`config.mk`:
```
export PLATFORM = sky130hd
export DESIGN_NAME = pip_stage_skid_flat
export DESIGN_NICKNAME = d
export VERILOG_FILES = /design/src/rtl/pip_pkg.sv /design/src/rtl/pip_stage_skid_if.sv /design/src/rtl/pip_stage_entry.sv /design/src/rtl/pip_stage_skid.sv /design/src/flat_wrapper.sv
export SDC_FILE = /design/constraint.sdc
export NUM_CORES = 1
export LEC_CHECK = 0
export ABC_AREA = 1
export CORE_AREA = 2 2 78 137
export DETAILED_ROUTE_END_ITERATION = 8
export DIE_AREA = 0 0 80 139
export GPL_ROUTABILITY_DRIVEN = 0
export HOLD_SLACK_MARGIN = 0.08
export PLACE_DENSITY = 0.88
export SETUP_SLACK_MARGIN = 0.15
export SYNTH_ARGS = -nofsm -noshare
export SYNTH_HDL_FRONTEND = slang
export SYNTH_HIERARCHICAL = 1
export SYNTH_SLANG_ARGS = --single-unit
```
`constraint.sdc`:
```
create_clock -name clk -period 1.8 [get_ports clk]
set_clock_uncertainty 0.2 [all_clocks]
set_input_delay 0.18 -clock clk [delete_from_list [all_inputs] [get_ports clk]]
set_output_delay 0.18 -clock clk [all_outputs]
set_load 0.01 [all_outputs]
```
`src/rtl/pip_pkg.sv`:
```
// Shared definitions for the EX/MEM elastic pipeline register.
// Control bundle layout and occupancy encoding live here so entry and top agree.
package pip_pkg;

  localparam int DSIZE  = 16;
  localparam int ADDR_W = 4;

  localparam int CTRL_W        = 4;
  localparam int CTRL_MEMWRITE = 0;
  localparam int CTRL_MEMREAD  = 1;
  localparam int CTRL_MEMTOREG = 2;
  localparam int CTRL_WEN      = 3;

  typedef logic [CTRL_W-1:0] ctrl_t;

  localparam logic [1:0] OCC_EMPTY = 2'd0;
  localparam logic [1:0] OCC_ONE   = 2'd1;
  localparam logic [1:0] OCC_FULL  = 2'd2;

  function automatic ctrl_t pack_ctrl(input logic mem_write, input logic mem_read,
                                      input logic mem_to_reg, input logic wen);
    ctrl_t c;
    c                = '0;
    c[CTRL_MEMWRITE] = mem_write;
    c[CTRL_MEMREAD]  = mem_read;
    c[CTRL_MEMTOREG] = mem_to_reg;
    c[CTRL_WEN]      = wen;
    return c;
  endfunction

endpackage

```
`src/rtl/pip_stage_skid_if.sv`:
```
// One valid/ready channel carrying an EX/MEM entry (address, data, store data, control).
// master drives valid + payload, slave drives ready.
interface pip_stage_skid_if import pip_pkg::*; #(
  parameter int AW = ADDR_W,
  parameter int DW = DSIZE
);
  logic          valid;
  logic          ready;
  logic [AW-1:0] w_addr;
  logic [DW-1:0] w_data;
  logic [DW-1:0] rdata2;
  logic          memWrite;
  logic          memRead;
  logic          memToReg;
  logic          wen;

  modport master (output valid, w_addr, w_data, rdata2, memWrite, memRead, memToReg, wen,
                  input  ready);
  modport slave  (input  valid, w_addr, w_data, rdata2, memWrite, memRead, memToReg, wen,
                  output ready);
endinterface

```
`src/rtl/pip_stage_entry.sv`:
```
// Single payload + control holding register with load enable.
// Synchronous active-low reset clears everything to zero.
module pip_stage_entry import pip_pkg::*; #(
  parameter int AW = ADDR_W,
  parameter int DW = DSIZE
) (
  input  logic          clk,
  input  logic          rst,
  input  logic          i_ld,
  input  logic [AW-1:0] i_addr,
  input  logic [DW-1:0] i_data,
  input  logic [DW-1:0] i_rdata2,
  input  ctrl_t         i_ctrl,
  output logic [AW-1:0] o_addr,
  output logic [DW-1:0] o_data,
  output logic [DW-1:0] o_rdata2,
  output ctrl_t         o_ctrl
);
  logic [AW-1:0] r_addr;
  logic [DW-1:0] r_data;
  logic [DW-1:0] r_rdata2;
  ctrl_t         r_ctrl;

  always_ff @(posedge clk) begin
    if (!rst) begin
      r_addr   <= '0;
      r_data   <= '0;
      r_rdata2 <= '0;
      r_ctrl   <= '0;
    end else if (i_ld) begin
      r_addr   <= i_addr;
      r_data   <= i_data;
      r_rdata2 <= i_rdata2;
      r_ctrl   <= i_ctrl;
    end
  end

  assign o_addr   = r_addr;
  assign o_data   = r_data;
  assign o_rdata2 = r_rdata2;
  assign o_ctrl   = r_ctrl;
endmodule

```
`src/rtl/pip_stage_skid.sv`:
```
// Elastic EX/MEM register: main + skid entry, flush to bubbles, saturating stall counter.
// in_ready is !skid_valid (registered); control outputs are gated by out_valid.
module pip_stage_skid import pip_pkg::*; #(
  parameter int AW          = ADDR_W,
  parameter int DW          = DSIZE,
  parameter int STALL_CNT_W = 16
) (
  input  logic                   clk,
  input  logic                   rst,
  input  logic                   flush,
  pip_stage_skid_if.slave        in_if,
  pip_stage_skid_if.master       out_if,
  output logic [STALL_CNT_W-1:0] stall_cnt
);
  logic [1:0]             r_state;
  logic [1:0]             w_state_nxt;
  logic [STALL_CNT_W-1:0] r_stall_cnt;

  logic          w_main_vld, w_skid_vld, w_accept, w_drain;
  logic          w_main_ld, w_main_from_skid, w_skid_ld;
  ctrl_t         w_in_ctrl, w_main_ctrl, w_skid_ctrl, w_main_ctrl_in;
  logic [AW-1:0] w_main_addr, w_skid_addr, w_main_addr_in;
  logic [DW-1:0] w_main_data, w_skid_data, w_main_data_in;
  logic [DW-1:0] w_main_rd2, w_skid_rd2, w_main_rd2_in;

  assign w_main_vld   = (r_state != OCC_EMPTY);
  assign w_skid_vld   = (r_state == OCC_FULL);
  assign in_if.ready  = !w_skid_vld;
  assign w_accept     = in_if.valid && in_if.ready;
  assign w_drain      = w_main_vld && out_if.ready;
  assign w_in_ctrl    = pack_ctrl(in_if.memWrite, in_if.memRead, in_if.memToReg, in_if.wen);

  always_comb begin
    w_state_nxt      = r_state;
    w_main_ld        = 1'b0;
    w_main_from_skid = 1'b0;
    w_skid_ld        = 1'b0;
    case (r_state)
      OCC_EMPTY: if (w_accept) begin
        w_state_nxt = OCC_ONE;
        w_main_ld   = 1'b1;
      end
      OCC_ONE: begin
        if (w_accept && w_drain) begin
          w_main_ld = 1'b1;
        end else if (w_accept) begin
          w_skid_ld   = 1'b1;
          w_state_nxt = OCC_FULL;
        end else if (w_drain) begin
          w_state_nxt = OCC_EMPTY;
        end
      end
      OCC_FULL: if (w_drain) begin
        w_main_ld        = 1'b1;
        w_main_from_skid = 1'b1;
        w_state_nxt      = OCC_ONE;
      end
      default: w_state_nxt = OCC_EMPTY;
    endcase
    // Flush only clears valids; payload registers are left untouched.
    if (flush) begin
      w_state_nxt = OCC_EMPTY;
      w_main_ld   = 1'b0;
      w_skid_ld   = 1'b0;
    end
  end

  always_ff @(posedge clk) begin
    if (!rst) r_state <= OCC_EMPTY;
    else      r_state <= w_state_nxt;
  end

  assign w_main_addr_in = w_main_from_skid ? w_skid_addr : in_if.w_addr;
  assign w_main_data_in = w_main_from_skid ? w_skid_data : in_if.w_data;
  assign w_main_rd2_in  = w_main_from_skid ? w_skid_rd2  : in_if.rdata2;
  assign w_main_ctrl_in = w_main_from_skid ? w_skid_ctrl : w_in_ctrl;

  pip_stage_entry #(.AW(AW), .DW(DW)) u_main (
    .clk(clk), .rst(rst), .i_ld(w_main_ld),
    .i_addr(w_main_addr_in), .i_data(w_main_data_in), .i_rdata2(w_main_rd2_in),
    .i_ctrl(w_main_ctrl_in),
    .o_addr(w_main_addr), .o_data(w_main_data), .o_rdata2(w_main_rd2), .o_ctrl(w_main_ctrl)
  );

  pip_stage_entry #(.AW(AW), .DW(DW)) u_skid (
    .clk(clk), .rst(rst), .i_ld(w_skid_ld),
    .i_addr(in_if.w_addr), .i_data(in_if.w_data), .i_rdata2(in_if.rdata2),
    .i_ctrl(w_in_ctrl),
    .o_addr(w_skid_addr), .o_data(w_skid_data), .o_rdata2(w_skid_rd2), .o_ctrl(w_skid_ctrl)
  );

  assign out_if.valid    = w_main_vld;
  assign out_if.w_addr   = w_main_addr;
  assign out_if.w_data   = w_main_data;
  assign out_if.rdata2   = w_main_rd2;
  assign out_if.memWrite = w_main_ctrl[CTRL_MEMWRITE] & w_main_vld;
  assign out_if.memRead  = w_main_ctrl[CTRL_MEMREAD]  & w_main_vld;
  assign out_if.memToReg = w_main_ctrl[CTRL_MEMTOREG] & w_main_vld;
  assign out_if.wen      = w_main_ctrl[CTRL_WEN]      & w_main_vld;

  // Counts MEM-side stall cycles; survives flush, cleared only by reset.
  always_ff @(posedge clk) begin
    if (!rst)
      r_stall_cnt <= '0;
    else if (w_main_vld && !out_if.ready && (r_stall_cnt != {STALL_CNT_W{1'b1}}))
      r_stall_cnt <= r_stall_cnt + 1'b1;
  end

  assign stall_cnt = r_stall_cnt;
endmodule

```
`src/flat_wrapper.sv`:
```
// flat-port wrapper written by rule: the top's interface ports become plain ports
module pip_stage_skid_flat import pip_pkg::*;
#(
  parameter int AW          = ADDR_W,
  parameter int DW          = DSIZE,
  parameter int STALL_CNT_W = 16
)
  (clk, rst, flush, stall_cnt, in_if_valid, in_if_w_addr, in_if_w_data, in_if_rdata2, in_if_memWrite, in_if_memRead, in_if_memToReg, in_if_wen, in_if_ready, out_if_valid, out_if_w_addr, out_if_w_data, out_if_rdata2, out_if_memWrite, out_if_memRead, out_if_memToReg, out_if_wen, out_if_ready);
  pip_stage_skid_if #(.AW(AW), .DW(DW)) in_if_i ();
  pip_stage_skid_if #(.AW(AW), .DW(DW)) out_if_i ();
  input  logic clk;
  input  logic rst;
  input  logic flush;
  output logic [STALL_CNT_W-1:0] stall_cnt;
  input wire logic [$bits(in_if_i.valid)-1:0] in_if_valid;
  input wire logic [$bits(in_if_i.w_addr)-1:0] in_if_w_addr;
  input wire logic [$bits(in_if_i.w_data)-1:0] in_if_w_data;
  input wire logic [$bits(in_if_i.rdata2)-1:0] in_if_rdata2;
  input wire logic [$bits(in_if_i.memWrite)-1:0] in_if_memWrite;
  input wire logic [$bits(in_if_i.memRead)-1:0] in_if_memRead;
  input wire logic [$bits(in_if_i.memToReg)-1:0] in_if_memToReg;
  input wire logic [$bits(in_if_i.wen)-1:0] in_if_wen;
  output wire logic [$bits(in_if_i.ready)-1:0] in_if_ready;
  output wire logic [$bits(out_if_i.valid)-1:0] out_if_valid;
  output wire logic [$bits(out_if_i.w_addr)-1:0] out_if_w_addr;
  output wire logic [$bits(out_if_i.w_data)-1:0] out_if_w_data;
  output wire logic [$bits(out_if_i.rdata2)-1:0] out_if_rdata2;
  output wire logic [$bits(out_if_i.memWrite)-1:0] out_if_memWrite;
  output wire logic [$bits(out_if_i.memRead)-1:0] out_if_memRead;
  output wire logic [$bits(out_if_i.memToReg)-1:0] out_if_memToReg;
  output wire logic [$bits(out_if_i.wen)-1:0] out_if_wen;
  input wire logic [$bits(out_if_i.ready)-1:0] out_if_ready;
  assign in_if_i.valid = in_if_valid;
  assign in_if_i.w_addr = in_if_w_addr;
  assign in_if_i.w_data = in_if_w_data;
  assign in_if_i.rdata2 = in_if_rdata2;
  assign in_if_i.memWrite = in_if_memWrite;
  assign in_if_i.memRead = in_if_memRead;
  assign in_if_i.memToReg = in_if_memToReg;
  assign in_if_i.wen = in_if_wen;
  assign in_if_ready = in_if_i.ready;
  assign out_if_valid = out_if_i.valid;
  assign out_if_w_addr = out_if_i.w_addr;
  assign out_if_w_data = out_if_i.w_data;
  assign out_if_rdata2 = out_if_i.rdata2;
  assign out_if_memWrite = out_if_i.memWrite;
  assign out_if_memRead = out_if_i.memRead;
  assign out_if_memToReg = out_if_i.memToReg;
  assign out_if_wen = out_if_i.wen;
  assign out_if_i.ready = out_if_ready;
  pip_stage_skid #(.AW(AW), .DW(DW), .STALL_CNT_W(STALL_CNT_W)) u_core (.clk(clk), .rst(rst), .flush(flush), .in_if(in_if_i), .out_if(out_if_i), .stall_cnt(stall_cnt));
endmodule
```
==> flow_metrics.tcl, run 1 <==
set metrics [dict create \
    cts_tree "yes" \
    grt_max_degree 46 \
    setup_violations 1 \
    via_per_inst 5.02 \
    antenna_found_initial 0 \
    p_comb_share_pct 17.5 \
    post_dp_cell_area_sq_um 6370 \
    fillers 703 \
    syn_area_sq_um 5110 \
    multi_input_area_sq_um 2810 \
    fin_crit_ps 1830 \
    vias 5088 \
    cp.arrival_ps 1910 \
    place_ws_ps -182 \
    end_kind "flip-flop" \
    coreArea_sq_um 10100 \
    drtIter0Drc 355 \
    switching_share_pct 25.7 \
    final_cells 1013 \
    drv_slew 0 \
    synthDistinctLibCells 24 \
    min_path_cells 5 \
    grt_usage_pct 22.3 \
    cts.sinks 98 \
    syn_inst 743 \
    grt_pass1_vias 4468 \
    dp_cells 970 \
    path_class "reg2reg" \
    htreeDepth 3 \
    cp_max_fo 5 \
    clkPwrFrac_pct 38.4 \
    regToRegSetupSlack_ps -30 \
    die-area_sq_um 11100 \
    start_util_pct 50.8 \
    area_growth_pct 46.6 \
    cts_made_buffers 9 \
    portBuffers 102 \
    cts_root_buffer "clkbuf_16" \
    die-width_um 80 \
    clk_path_buf_depth 2 \
    start_kind "flip-flop" \
    wl_per_cell_um 14.9 \
    r2r-start "u_core/r_state[1]" \
    worstHoldStart "in_if_w_data[4]" \
    power_mw 5.23 \
    worstHoldPathType "in2reg" \
    placementRows 49 \
    ant_nets 0 \
    postLayoutCellArea_sq_um 7480 \
    ios 103 \
    die_y_um 139 \
    syn-num-nets 789 \
    reg2reg_to "u_core/u_main/o_rdata2[7]" \
    peakVddDrop_mv 0.653 \
    yosys.area.top_type "dfxtp_1" \
    grt_remaining_overflow 0 \
    reg2reg_depth 10 \
    hold-worst-slack_ps 264 \
    clk_latency_ps 350 \
    seqPwrFrac_pct 44.2 \
    max_slew.worst_pin.slew_ps 353 \
    maxCapViolations 0 \
    violations "negative setup slack" \
    p_per_area_nw_per_um2 698 \
    p_leak_nw 3.94 \
    ys_ff_latch 98 \
    path_clk_slew_ps 80 \
    drive_gt1_share_pct 23.1 \
    status "complete, but fails checks" \
    fin_ws_ps -29.1 \
    p_int_mw 3.88 \
    first_pass_iters 5 \
    seq_area_sq_um 1980 \
    finish.utilization_pct 74.4 \
    hold_viol 0 \
    worstHoldEndpoint "u_core/u_skid/o_data[4]" \
    maxSlewHeadroom_pct 76.2 \
    fmax_ghz 0.547 \
    dp_hpwl_um 8160 \
    grt_pass1_wl_um 19700 \
    ys_top_cells_by_area "dfxtp_1 38%, nor2_1 15%, nand2_1 15%, mux2_4 12%, inv_1 7.6%" \
    avgSynthCellArea_sq_um 6.87 \
    drc 0 \
    p_sw_mw 1.34 \
    timing.setup.tns_ps -29.1 \
    ys_warn_count 6 \
    cp.required_ps 1880 \
    drt-total-wl_um 15100 \
    antenna_cells 0 \
    nets 927 \
    fin_crit_sh_pct 102 \
    yosys.area.top_type_share_pct 38.4 \
    ys_seq_area_share_pct 38.4 \
    rsz0062_at_grt "true" \
]
-- flip-flops by register name, indices dropped and copies added (netlist names), 16 cells and up --
register,count
u_core/stall_cnt,16
u_core/u_skid/o_rdata2,16
u_core/u_main/o_rdata2,16
u_core/u_skid/o_data,16
u_core/u_main/o_data,16
-- per-layer routing --
layer / vias to the layer above / share of wire, % / track usage, %
li1: 2491 / - / -
met4: 0 / 5.0 / 11.2
met5: - / 0 / 0
met2: 186 / 55 / 41.5
met3: 64 / 5.0 / 4.04
met1: 2347 / 35 / 22.7
-- cells in the mapped netlist (all sizes together) --
master	n
nor3	3
o311ai	1
nand2	211
or2	1
o21ai	3
inv	107
ha	1
dfxtp	98
nand3	19
mux2	40
buf	32
nor2	212
a21oi	10
a211oi	1
nand3b	1
nor4	1
nand4	2
-- cell type report --
cell class / instances / area share (%)
timing repair buffer: 157 / 24.2
clock inverter: 6 / 0.953
multi-input combinational: 508 / 37.6
sequential: 98 / 26.4
clock buffer: 10 / 3.19
tap: 127 / 2.12
inverter: 107 / 5.47
-- kinds of logic after synthesis --
logic type	count (synthesis)	share of synthesized area, %
compound gates	15	1.59
mux	40	11.8
simple gates	450	34.6
flops	98	38.4
buf+inv	139	13.4
fa+ha+maj	1	0.245
-- layout by cell type (no fill, tap or decap), drive strengths merged --
| cell type | n |
|---|---|
| nor3 | 3 |
| inv | 109 |
| dlygate4sd3 | 1 |
| nor2 | 212 |
| o21ai | 3 |
| o311ai | 1 |
| mux2 | 40 |
| nand3b | 1 |
| or2 | 1 |
| a211oi | 1 |
| ha | 1 |
| nand2 | 212 |
| dlymetal6s2s | 16 |
| clkbuf | 17 |
| clkdlybuf4s50 | 65 |
| a21oi | 10 |
| bufinv | 1 |
| nor4 | 1 |
| nand3 | 20 |
| dfxtp | 98 |
| nand4 | 2 |
| buf | 53 |
| clkinv | 1 |
| clkinvlp | 2 |
| dlygate4sd2 | 15 |
-- power groups by stage --
stage | registers (mW) | clock network (mW) | logic [mW]
after floorplan | 2.37 | 0 | 0.361
after global placement | 2.34 | 0 | 0.707
after detailed placement | 2.35 | 0 | 0.725
after CTS | 2.30 | 2.02 | 0.794
after global routing | 2.32 | 2.12 | 0.976
final | 2.31 | 2.01 | 0.913
-- how the worst max path moves through the flow --
stage                   startpoint                         to  slack [ps]  cells after the start
2_1_floorplan  u_core/stall_cnt[0]       u_core/stall_cnt[11]         180                      9
4_1_cts          u_core/r_state[0]             out_if_memRead          40                      5
3_5_place_dp          out_if_ready    u_core/u_skid/o_data[6]        -180                      8
5_1_grt          u_core/r_state[1]  u_core/u_main/o_rdata2[7]         -80                     10
6_report         u_core/r_state[1]  u_core/u_main/o_rdata2[7]         -30                     10
3_3_place_gp          out_if_ready    u_core/u_skid/o_data[7]        -130                      8
-- critical path, cell delays in order, from the launching register on --
cell and delay [ps]:
dfxtp_4 400, inv_6 50, nor2_4 100, inv_2 60, a211oi_4 220, buf_6 150
buf_12 140, buf_12 120, clkbuf_16 140, nor2_4 30, nor2_1 130
-- what timing repair did --
item | in CTS | in global routing
hold buffers | 1 | 0
buffers inserted | 9 | 6
setup endpoints to repair | 114 | 112
gates cloned | 4 | 7
endpoints found under the hold margin | 10 | 0
resized for setup | 64 | 109
pin swaps | 16 | 48
(Power assumes the default switching activity.)
==> inputs of run 2 (changes only) <==
==> constraint.sdc (replaced) <==
create_clock -name clk -period 2.1 [get_ports clk]
set_clock_uncertainty 0.2 [all_clocks]
set_input_delay 0.21 -clock clk [delete_from_list [all_inputs] [get_ports clk]]
set_output_delay 0.21 -clock clk [all_outputs]
set_load 0.01 [all_outputs]
==> run 2 against run 1 <==
The run now ends clean. Clock power fell by 3%. Power fell by 14%. Hold slack improved by 6.2 ps. Register-to-register slack improved by 280 ps. Design area fell by 12%. Sequential share of layout area rose by 3.4 points. Largest power group unchanged.
==> flow_metrics.tcl, run 2 (synthesis results as in run 1) <==
set metrics [dict create \
    cts_made_buffers 9 \
    r2r-start "u_core/stall_cnt[8]" \
    worstHoldPathType "reg2reg" \
    grt_pass1_wl_um 18300 \
    nets 881 \
    final_cell_mix "208 x nor2_1, 205 x nand2_1, 104 x inv_1" \
    htreeDepth 3 \
    die-area_sq_um 11100 \
    cts.sinks 98 \
    layout_commonest_cell "nor2_1" \
    placementRows 49 \
    seq_area_sq_um 1970 \
    cts_tree "yes" \
    wl_per_cell_um 11.6 \
    peakVddDrop_mv 0.401 \
    start_kind "flip-flop" \
    portBuffers 102 \
    rsz0062_at_grt "false" \
    cts_root_buffer "clkbuf_16" \
    dp_hpwl_um 7620 \
    status "finished clean" \
    cp_max_fo 5 \
    p_int_mw 3.49 \
    maxCapViolations 0 \
    ant_nets 0 \
    grt_pass1_vias 4192 \
    clk_path_buf_depth 2 \
    fin_crit_ps 1880 \
    max_slew.worst_pin.slew_ps 389 \
    coreArea_sq_um 10100 \
    antenna_cells 0 \
    cp.required_ps 1690 \
    area_growth_pct 28.8 \
    maxSlewHeadroom_pct 74.0 \
    cts_setup_buffers 0 \
    die_y_um 139 \
    worstHoldStart "u_core/u_skid/o_data[4]" \
    multi_input_area_sq_um 2500 \
    vias 4571 \
    fin_crit_sh_pct 89.4 \
    drt-total-wl_um 11200 \
    clk_latency_ps 330 \
    setup_violations 0 \
    drv_slew 0 \
    p_leak_nw 3.19 \
    end_kind "output port" \
    seqPwrFrac_pct 43.9 \
    regToRegSetupSlack_ps 250 \
    power_mw 4.50 \
    path_clk_slew_ps 70 \
    die-width_um 80 \
    setup.worst_path.start "u_core/r_state[0]" \
    path_class "reg2out" \
    switching_share_pct 22.4 \
    start_util_pct 50.8 \
    timing.setup.tns_ps 0 \
    hold_viol 0 \
    first_pass_iters 6 \
    cp.arrival_ps 1470 \
    ios 103 \
    fillers 866 \
    p_per_area_nw_per_um2 684 \
    fmax_ghz 0.533 \
    grt_remaining_overflow 0 \
    p_sw_mw 1.01 \
    p_comb_share_pct 13.1 \
    grt_max_degree 81 \
    via_per_inst 4.73 \
    drive_gt1_share_pct 10.5 \
    drc 0 \
    antenna_found_initial 0 \
    grt_usage_pct 20.2 \
    clkPwrFrac_pct 43.1 \
    drtIter0Drc 242 \
]
## run 2: metrics by stage
step	utilization (%)	worst slack, ps	instances	area [sq um]	hold slack, ps
6_report	65.4	223	967	6580	270
5_1_grt	65.4	167	967	6580	285
4_1_cts	65.3	152	967	6560	271
3_5_place_dp	61.5	63.3	950	6180	263
3_3_place_gp	61.5	102	950	6180	256
2_1_floorplan	-	402	743	5110	131
## run 2: path summary, 6_finish.rpt
path	end	depth (start not counted)
setup / recovery	out_if_memWrite	3
hold reg to reg	u_core/u_skid/o_data[4]	2
hold / removal	u_core/u_skid/o_data[4]	2
setup reg to reg	u_core/stall_cnt[13]	7
## run 2: power groups by stage
stage | Sequential [mW] | Combinational [mW] | Clock, mW
finish | 1.97 | 0.587 | 1.94
global route | 1.98 | 0.652 | 2.06
detailed placement | 2.01 | 0.585 | 0
global placement | 2.01 | 0.572 | 0
CTS | 1.97 | 0.591 | 1.99
floorplan | 2.03 | 0.310 | 0
## run 2: timing repair
action                     CTS  global route
resized for setup            3             4
gates cloned                 0             0
hold endpoints to repair     7             0
setup endpoints to repair    5            11
hold buffers                 1             0
## run 2: area by class of cell
type	count	share of cell area (%)
multi-input combinational	506	38.0
sequential	98	29.9
timing repair buffer	113	18.2
inverter	107	6.11
clock buffer	11	3.84
tap	127	2.42
clock inverter	5	1.64
## run 2: worst max-delay path, cell delays in order, from the launching register on
cell,delay [ps]
dfxtp_2,400
nor2_4,80
nor2_1,110
clkdlybuf4s50_1,550
## run 2: routing by layer
layer,up-vias,part of all wire [%],GRT usage [%]
met2,119,53,36.6
met5,-,0,0
met1,2053,40,21.8
met4,0,2.0,9.28
met3,18,5.3,4.23
li1,2381,-,-
==> inputs of run 3 (changes only) <==
--- a/config.mk
+++ b/config.mk
@@ -5,13 +5,12 @@
 export SDC_FILE = /design/constraint.sdc
 export NUM_CORES = 1
 export LEC_CHECK = 0
-export ABC_AREA = 1
-export CORE_AREA = 2 2 78 137
+export CORE_AREA = 2 2 76 132
 export DETAILED_ROUTE_END_ITERATION = 8
-export DIE_AREA = 0 0 80 139
+export DIE_AREA = 0 0 78 134
 export GPL_ROUTABILITY_DRIVEN = 0
 export HOLD_SLACK_MARGIN = 0.08
-export PLACE_DENSITY = 0.88
+export PLACE_DENSITY = 0.87
 export SETUP_SLACK_MARGIN = 0.15
 export SYNTH_ARGS = -nofsm -noshare
 export SYNTH_HDL_FRONTEND = slang
==> run 3 against run 2 <==
Combinational power fell by 25%. Clock power down 14%. Global-route usage is 0.051 points higher. Setup slack got worse by 140 ps. Count of clock-buffer cells in the layout is 2 higher. Design area decreased by 4.4%. Non-clock buffer count up 23. Maximum frequency decreased by 6.8%. Sequential power down 2%. First-iteration DRC count fell by 55%. Critical path depth increased by 4. Die area down 6.0%. Critical path type is now reg2reg. Largest cell class unchanged. Highest routed layer unchanged.
==> flow_metrics.tcl, run 3 <==
set metrics [dict create \
    status "finished clean" \
    path_buf_inv 3 \
    ant_nets 0 \
    coreArea_sq_um 9410 \
    worstHoldPathType "in2reg" \
    final_cells 668 \
    synth_compound_area_share_pct 4.16 \
    drt-total-wl_um 10900 \
    synth_edf_count 0 \
    timing.setup.tns_ps 0 \
    peakVddDrop_mv 0.443 \
    ys_top_cells_by_area "dfxtp_1 43%, mux2i_1 18%, nor2b_1 12%, mux2_2 9.9%, buf_12 3.5%" \
    cts_root_buffer "clkbuf_16" \
    avgSynthCellArea_sq_um 10.8 \
    slowest_stage "dfxtp_1" \
    clk_latency_ps 330 \
    final_cell_mix "97 x clkdlybuf4s50_1, 88 x dfxtp_1, 85 x nor2b_1" \
    fin_crit_sh_pct 95.9 \
    cts.sinks 98 \
    reg2reg_to "u_core/stall_cnt[15]" \
    cts_made_buffers 9 \
    dp_cells 643 \
    cp_max_fo 6 \
    first_pass_iters 4 \
    synth_ff_type "dfxtp_1" \
    antenna_cells 0 \
    grt_pass1_wl_um 17000 \
    die_y_um 134 \
    synthAdderAreaFrac_pct 0.274 \
    grt_max_degree 86 \
    syn_area_sq_um 4570 \
    worstPathCellList "nand4_1 > buf_4 > nor4_2 > buf_4 > nor4b_2 > buf_4 > mux2i_1" \
    min_path_cells 3 \
    htreeDepth 3 \
    vias 3532 \
    cp.arrival_ps 2040 \
    maxCapViolations 0 \
    portBuffers 102 \
    layout_commonest_cell "clkdlybuf4s50_1" \
    drv_slew 0 \
    hold_viol 0 \
    worstHoldEndpoint "u_core/stall_cnt[1]" \
    synth_simple_gate_area_share_pct 18.4 \
    max_slew.worst_pin.slew_ps 647 \
    maxSlewHeadroom_pct 56.9 \
    ys_ff_latch 98 \
    p_per_area_nw_per_um2 641 \
    place_ws_ps -198 \
    drtIter0Drc 110 \
    grt_usage_pct 20.3 \
    grt_pass1_vias 3682 \
    path_clk_slew_ps 60 \
    nets 588 \
    area_growth_pct 37.7 \
    placementRows 47 \
    cts_tree "yes" \
    fin_crit_ps 2010 \
    clk_path_buf_depth 2 \
    fillers 695 \
    via_per_inst 5.29 \
    setup_violations 0 \
    setup.worst_path.start "u_core/stall_cnt[11]" \
    die-width_um 78 \
    synthMuxAreaShare_pct 28.3 \
    wl_per_cell_um 16.3 \
    power_mw 4.03 \
    synthDistinctLibCells 37 \
    syn-num-nets 467 \
    synth-xor-area-share_pct 0.192 \
    yosys.area.top_type "dfxtp_1" \
    postLayoutCellArea_sq_um 6290 \
    drc 0 \
    ys_warn_count 6 \
    fin_ws_ps 85.8 \
    ios 103 \
    critical_path.top_delay_family "simple AND/OR/NAND/NOR gates" \
    reg2reg_depth 7 \
    start_util_pct 48.5 \
    antenna_found_initial 0 \
    path_class "reg2reg" \
    slowest_delay_ps 400 \
    cp.required_ps 2120 \
    synth_most_common_cell "dfxtp_1" \
    die-area_sq_um 10500 \
    syn_inst 421 \
    post_dp_cell_area_sq_um 5790 \
    r2r-start "u_core/stall_cnt[11]" \
    dp_hpwl_um 7290 \
    rsz0062_at_grt "true" \
    fmax_ghz 0.496 \
    start_kind "flip-flop" \
    ys_top_cells_by_count "98 x dfxtp_1, 86 x nor2b_1, 84 x mux2i_1" \
    yosys.area.top_type_share_pct 43.0 \
    worstHoldStart "rst" \
    grt_remaining_overflow 0 \
    regToRegSetupSlack_ps 90 \
    synth_top_family_by_area "multiplexers" \
    cpMostUsedCell "buf_4" \
    hold_buffers 0 \
    p_leak_nw 2.18 \
    drive_gt1_share_pct 22.3 \
    ys_seq_area_share_pct 43.0 \
    async_reset_ff_share_pct 0 \
    end_kind "flip-flop" \
]
-- run 3: changes by cell type in the layout (fill, tap and decap cells not counted), moves of 7 or more --
cell     delta
nor2_1    -205
nand2_1   -196
inv_1      -99
nor2b_1    +85
mux2i_1    +84
mux2_2     +40
mux2_4     -40
buf_4      +21
nand3_1    -12
dfxtp_1     -7
dfxtp_4     +7
-- run 3: cell type report --
type,instances,area [sq um],share of cell area [%]
sequential,98,1990,31.7
inverter,5,18.8,0.299
clock buffer,13,270,4.30
multi-input combinational,292,2470,39.3
timing repair buffer,136,1350,21.4
tap,122,153,2.43
clock inverter,2,35.0,0.557
-- run 3: cell families (layout without fill, tap and decap cells) --
family | count (synthesis) | count (layout)
AOI/OAI and AO/OA | 29 | 29
xor gates and xnor gates | 1 | 1
adders and majority gates | 1 | 1
buffers and inverters | 31 | 156
DFF | 98 | 98
muxes | 124 | 124
and+or+nand+nor | 137 | 137
-- run 3: worst max-delay path by stage --
stage	endpoint	slack, ps	cells past startpoint
2_1_floorplan	u_core/stall_cnt[13]	140	5
3_3_place_gp	u_core/stall_cnt[14]	-130	5
3_5_place_dp	u_core/stall_cnt[13]	-200	4
4_1_cts	out_if_valid	100	4
5_1_grt	u_core/stall_cnt[15]	60	7
6_report	u_core/stall_cnt[15]	90	7
-- run 3: power breakdown --
| group | switching, mW | internal (mW) | total (mW) | leakage [nW] |
|---|---|---|---|---|
| registers | 0.0314 | 1.90 | 1.93 | 0.802 |
| clock network | 0.643 | 1.01 | 1.66 | 0.152 |
| logic | 0.172 | 0.270 | 0.442 | 1.22 |
-- run 3: through the flow --
step	hold slack (ps)	util (%)
2_1_floorplan	79.5	-
3_3_place_gp	285	61.5
3_5_place_dp	287	61.5
4_1_cts	185	65.7
5_1_grt	230	66.8
6_report	229	66.8
-- run 3: routing by layer --
layer	up-vias	global-route usage [%]	wire length, um	part of all wire, %
li1	1705	-	-	-
met1	1673	20.3	4020	37
met2	115	38.6	5990	55
met3	39	4.17	437	4.0
met4	0	10.3	463	4.2
met5	-	0	0	0
-- run 3: timing repair --
item,in CTS,in global routing
cloned,0,1
setup endpoints to repair,21,46
resized for setup,18,17
buffers inserted,5,4
pin swaps,6,5
-- run 3: worst reg2reg max path: cells and delay by family (launching register included) --
kind                   cells  cell delay [ps]
and+or+nand+nor            3              620
buffers and inverters      3              590
DFF                        1              400
muxes                      1              100
